$ cat src/rtl/param_sequencer.sv
// Coefficient load sequencer: fades gain to silence, loads changed filter
// indices one target at a time with an ack handshake, then fades back in.
module param_sequencer #(
    parameter int unsigned RAMP_STEP   = 8,
    parameter int unsigned ACK_TIMEOUT = 255
) (
    input  logic       clk_48,
    input  logic       reset_n,
    input  logic       sample_tick,
    input  logic       mute,
    input  logic [2:0] freqSelect,
    input  logic [2:0] lowpassSelect,
    input  logic [2:0] highpassSelect,
    input  logic       coef_ack,
    output logic       coef_req,
    output logic [1:0] coef_target,
    output logic [2:0] coef_index,
    output logic [7:0] gain,
    output logic       busy,
    output logic       load_err
);

    localparam int unsigned TW = (ACK_TIMEOUT > 1) ? $clog2(ACK_TIMEOUT) : 1;

    typedef enum logic [2:0] {IDLE, FADE_OUT, LOAD, WAIT_ACK, FADE_IN} state_t;

    state_t          state, state_n;
    logic [7:0]      gain_n;
    logic            coef_req_n;
    logic [1:0]      coef_target_n;
    logic [2:0]      coef_index_n;
    logic            load_err_n;
    logic [TW-1:0]   timer, timer_n;
    logic [2:0][2:0] applied, applied_n;
    logic [2:0][2:0] req_idx;
    logic [2:0]      pending;
    logic [1:0]      sel;

    assign req_idx = {highpassSelect, lowpassSelect, freqSelect};
    assign busy    = (state != IDLE);

    always_comb begin
        for (int unsigned t = 0; t < 3; t++) begin
            pending[t] = (req_idx[t] != applied[t]);
        end
    end

    // Moves one step toward tgt, landing exactly on tgt when closer than a step.
    function automatic logic [7:0] ramp(input logic [7:0] cur, input logic [7:0] tgt);
        logic [8:0] step;
        step = 9'(RAMP_STEP);
        if (cur < tgt) begin
            return (({1'b0, tgt} - {1'b0, cur}) <= step) ? tgt : 8'({1'b0, cur} + step);
        end else if (cur > tgt) begin
            return (({1'b0, cur} - {1'b0, tgt}) <= step) ? tgt : 8'({1'b0, cur} - step);
        end
        return cur;
    endfunction

    always_comb begin
        state_n       = state;
        gain_n        = gain;
        coef_req_n    = coef_req;
        coef_target_n = coef_target;
        coef_index_n  = coef_index;
        load_err_n    = load_err;
        timer_n       = timer;
        applied_n     = applied;
        sel           = 2'd0;

        case (state)
            IDLE: begin
                if (|pending) begin
                    state_n = FADE_OUT;
                end else if (sample_tick) begin
                    gain_n = ramp(gain, mute ? 8'h00 : 8'hFF);
                end
            end
            FADE_OUT: begin
                if (gain == 8'h00) begin
                    state_n = LOAD;
                end else if (sample_tick) begin
                    gain_n = ramp(gain, 8'h00);
                end
            end
            LOAD: begin
                if (|pending) begin
                    if (pending[0])      sel = 2'd0;
                    else if (pending[1]) sel = 2'd1;
                    else                 sel = 2'd2;
                    coef_target_n = sel;
                    coef_index_n  = req_idx[sel];
                    coef_req_n    = 1'b1;
                    timer_n       = '0;
                    state_n       = WAIT_ACK;
                end else begin
                    state_n = FADE_IN;
                end
            end
            WAIT_ACK: begin
                // A timed-out load is still recorded as applied so it is not retried forever.
                if (coef_req && coef_ack) begin
                    applied_n[coef_target] = coef_index;
                    coef_req_n             = 1'b0;
                    state_n                = LOAD;
                end else if (timer == TW'(ACK_TIMEOUT - 1)) begin
                    applied_n[coef_target] = coef_index;
                    coef_req_n             = 1'b0;
                    load_err_n             = 1'b1;
                    state_n                = LOAD;
                end else begin
                    timer_n = timer + 1'b1;
                end
            end
            FADE_IN: begin
                if (|pending) begin
                    state_n = FADE_OUT;
                end else if (mute) begin
                    state_n = IDLE;
                end else begin
                    if (sample_tick) gain_n = ramp(gain, 8'hFF);
                    if (gain_n == 8'hFF) state_n = IDLE;
                end
            end
            default: state_n = IDLE;
        endcase
    end

    always_ff @(posedge clk_48) begin
        if (!reset_n) begin
            state       <= IDLE;
            gain        <= '0;
            coef_req    <= 1'b0;
            coef_target <= '0;
            coef_index  <= '0;
            load_err    <= 1'b0;
            timer       <= '0;
            applied     <= '0;
        end else begin
            state       <= state_n;
            gain        <= gain_n;
            coef_req    <= coef_req_n;
            coef_target <= coef_target_n;
            coef_index  <= coef_index_n;
            load_err    <= load_err_n;
            timer       <= timer_n;
            applied     <= applied_n;
        end
    end

endmodule

$ cat config.mk
export PLATFORM = sky130hd
export DESIGN_NAME = param_sequencer
export DESIGN_NICKNAME = d
export VERILOG_FILES = /design/src/rtl/param_sequencer.sv
export SDC_FILE = /design/constraint.sdc
export NUM_CORES = 1
export LEC_CHECK = 0
export CAP_MARGIN = 0
export CORE_MARGIN = 1.5
export CORE_UTILIZATION = 45
export CTS_CLUSTER_SIZE = 28
export DETAILED_ROUTE_END_ITERATION = 16
export GPL_TIMING_DRIVEN = 0
export PLACE_DENSITY = 0.64
export SLEW_MARGIN = 15
export SYNTH_ARGS = -nofsm -noshare
export SYNTH_HDL_FRONTEND = slang
export SYNTH_SLANG_ARGS = --single-unit
$ cat constraint.sdc
create_clock -name clk_48 -period 6.25 [get_ports clk_48]
set_input_delay 1.25 -clock clk_48 [delete_from_list [all_inputs] [get_ports clk_48]]
set_output_delay 1.25 -clock clk_48 [all_outputs]
set_load 0.005 [all_outputs]
==> results by group <==
Floorplan
  – Starting density of the core: 0.468
  – Io pins: 30
  – Die area: ~0.0076 mm²
  – Num rows: 30
  – Die width: 87.0 µm
  – Core area: between 0.006 and 0.007 mm²
  – DIE HEIGHT: just under 90 µm

Drt
  – Avg WL per Cell: 15.2 µm
  – Vias: 3059
  – DRC: 0
  – Antenna viol nets, final: 0
  – DR vias/cell: 5.75
  – First-pass DRT Iterations: 4
  – 1st-iter DRT viols: about 200
  – Total wire length: 8080 µm

Global routing
  – Largest net degree at the start of global routing: 12
  – Antenna violations before repair: 0
  – First-pass GRT wire length: 13600 µm
  – Gr usage total: 0.224
  – Vias in the first global route: 2897
  – Gr ovfl total: 0

Worst setup path
  – CP Cell Sequence: clkdlybuf4s50_1 > inv_1 > ha_1 > a21o_1 > a21o_1 > a221o_2 > xnor2_1 > a31oi_1 > nor2_1 > a41oi_1 > o211a_1
  – Worst setup SP type: input port
  – Worst Setup End Kind: flip-flop
  – Worst Path Arrival: 5.02 ns
  – Worst Reg-to-Reg Cells: 11
  – Slowest CP cell: clkdlybuf4s50_1
  – CP Max Fanout: 11
  – Most used cell, CP: a21o_1
  – Slowest stage delay, CP: between 0.8 and 0.9 ns
  – R2R Path End: gain[0]
  – Worst EP required: around 6.5 ns
  – R2R Setup Slk: 2.77 ns
  – Worst r2r src: gain[4]
  – Setup CP Type: in2reg

Hold path
  – Hold depth: 2
  – Worst Hold Endpoint: coef_req
  – Min-Delay Startpoint: coef_req
  – Hold Path Class: reg2reg

Synth
  – Post-Synthesis Cells: 401
  – Post-synth cell types: 74
  – Synth Net Count: 439
  – Synth warnings: 0
  – Asr flop ratio synth: 0
  – Seq/Total Area, Yosys: 0.220
  – Syn_area_per_cell: 7.93 µm²
  – Yosys reg bits: 35
  – Post-synth EDFFs: 0
  – Mapped Area: between 0.003 and 0.004 mm²
  – Prevailing post-synth register cell: dfxtp_1

Run
  – Max cap viols: 0

Place
  – Post-DP HPWL: 6190 µm
  – Setup slack at placement: about 1.2 ns
  – I/O Buffers: 27
  – GPL Wtd Cong: about 0.95
  – Placed insts: roughly 520

Layout
  – Most frequent cells in the layout: 39 x nand2_1, 35 x dfxtp_1, 31 x nor2_1, 27 x clkdlybuf4s50_1, 26 x a21oi_1
  – Non-Filler Instances: 532
  – Total area of sequential cells: about 700 µm²
  – N_diodes: 0
  – NumNets Final: 473
  – Commonest non-fill, non-tap cell in the layout: nand2_1
  – Multi-input logic area: 0.00230 mm²
  – Area growth syn-to-layout: 14.8%
  – Layout cells sized above 1: 0.101
  – Layout fillers: 686

Power
  – Leakage: ~1.3 nW
  – Clk pwr share: 0.108
  – Logic pwr share: 0.679
  – P per Cell Area: 398 mW/mm²
  – Sw frac: 0.481
  – Sequential power share: 0.213
  – Switch Pwr: about 0.00070 W
  – Internal: between 0.0007 and 0.0008 W
  – VDD IR-drop max: 0.000194 V

STA
  – RSZ-0062 raised after global routing: no
  – Fin. max-slew vios: 0
  – Hold slack: 0.467 ns
  – Slew @ Worst Pin: 0.670 ns
  – Worst Clk Skew: between 0.009 and 0.01 ns
  – Worst slew margin: 0.552
  – Setup violations, final: 0
  – TNS Setup: 0 ns
  – Hold Vio Cnt, Final: 0
  – Final Cycle Share: 0.767
  – Max frequency: 209 MHz
  – Post-route minimum period: 4.79 ns
  – Setup slack after layout: approximately 1.5 ns

CTS
  – Root buffer cell: clkbuf_8
  – Post-CTS Setup Bufs: 0
  – Clk sinks: 35
  – Clk buf depth: 2
  – Hold_buf cts: 0
  – CTS resizes: 0
  – CTS tree: built
  – Clk pin slew, worst setup/hold paths: 0.07 ns
  – Later-pin clock latency in the skew report: roughly 0.29 ns
  – H-tree Lvls: 2
  – TritonCTS buffer count: 5

Run status
  – Outcome: complete, no violations
[per-layer routing]
layer | global-route usage | up-vias | wire length [µm]
met1 | 0.309 | 1421 | 3820
met3 | 0.0322 | 16 | 433
met4 | 0.0689 | 0 | 144
met5 | 0 | - | 0
li1 | - | 1542 | -
met2 | 0.360 | 80 | 3680
[power by group through the flow]
stage               Clock (W)  Combinational, W  Sequential, W
floorplan                   0          0.000729       0.000299
global placement            0          0.000963       0.000314
detailed placement          0          0.000969       0.000314
CTS                  0.000163          0.000973       0.000309
global route         0.000172           0.00109       0.000315
finish               0.000157          0.000986       0.000309
[cell type report]
cell class,count,area share
clock inverter,1,0.00137
timing repair buffer,27,0.0740
buffer,19,0.0312
inverter,17,0.0175
multi-input combinational,330,0.630
sequential,35,0.192
clock buffer,7,0.0209
tap,96,0.0329
[worst max-delay path: cells and delay by family]
kind	cells	cell delay (ns)
fa+ha+maj	1	0.46
xor+xnor	1	0.15
simple gates	1	0.08
buf+inv	2	1.17
compound gates	6	1.89
[per-stage QoR]
stage,instance area [µm²],power (W),utilization
after global routing,3650,0.00158,0.537
after CTS,3650,0.00144,0.537
after global placement,3570,0.00128,0.525
after floorplan,3180,0.00103,-
final,3650,0.00145,0.537
after detailed placement,3570,0.00128,0.525
[synthesized netlist by cell type, types with 5 or more instances]
cell type	instances	area, µm²
nand2_1	39	146
dfxtp_1	35	701
nor2_1	31	116
a21oi_1	26	130
ha_1	24	300
o21ai_0	20	100
nand3_1	19	95.1
xnor2_1	19	166
inv_1	16	60.1
nor2b_1	15	93.8
mux2i_1	11	110
nand4_1	9	56.3
nor3_1	7	35.0
buf_2	6	30.0
clkbuf_1	6	22.5
o21a_1	6	45.0
or3_1	6	37.5
a31oi_1	5	31.3
and3_1	5	31.3
nand2b_1	5	31.3
or2_2	5	31.3
[flip-flops by register name (all words and copies together), names as in the netlist]
| name | flops |
|---|---|
| coef_target | 2 |
| applied | 9 |
| timer | 8 |
| gain | 8 |
| coef_req | 1 |
| load_err | 1 |
| state | 3 |
| coef_index | 3 |
[worst max path at each step]
stage / start / end / slack [ns] / depth (start not counted)
2_1_floorplan: mute / gain[5] / 2.61 / 10
3_3_place_gp: mute / gain[0] / 1.23 / 11
3_5_place_dp: mute / gain[0] / 1.25 / 11
4_1_cts: mute / gain[0] / 1.53 / 11
5_1_grt: mute / gain[0] / 1.16 / 11
6_report: mute / gain[0] / 1.46 / 11
[cells by family after synthesis]
| kind of cell | synth area share |
|---|---|
| xor+xnor | 0.0634 |
| buf+inv | 0.0559 |
| mux | 0.0382 |
| fa+ha+maj | 0.0945 |
| compound gates | 0.278 |
| simple gates | 0.249 |
| flops | 0.220 |
No activity file was read; power rests on OpenSTA's default activity.
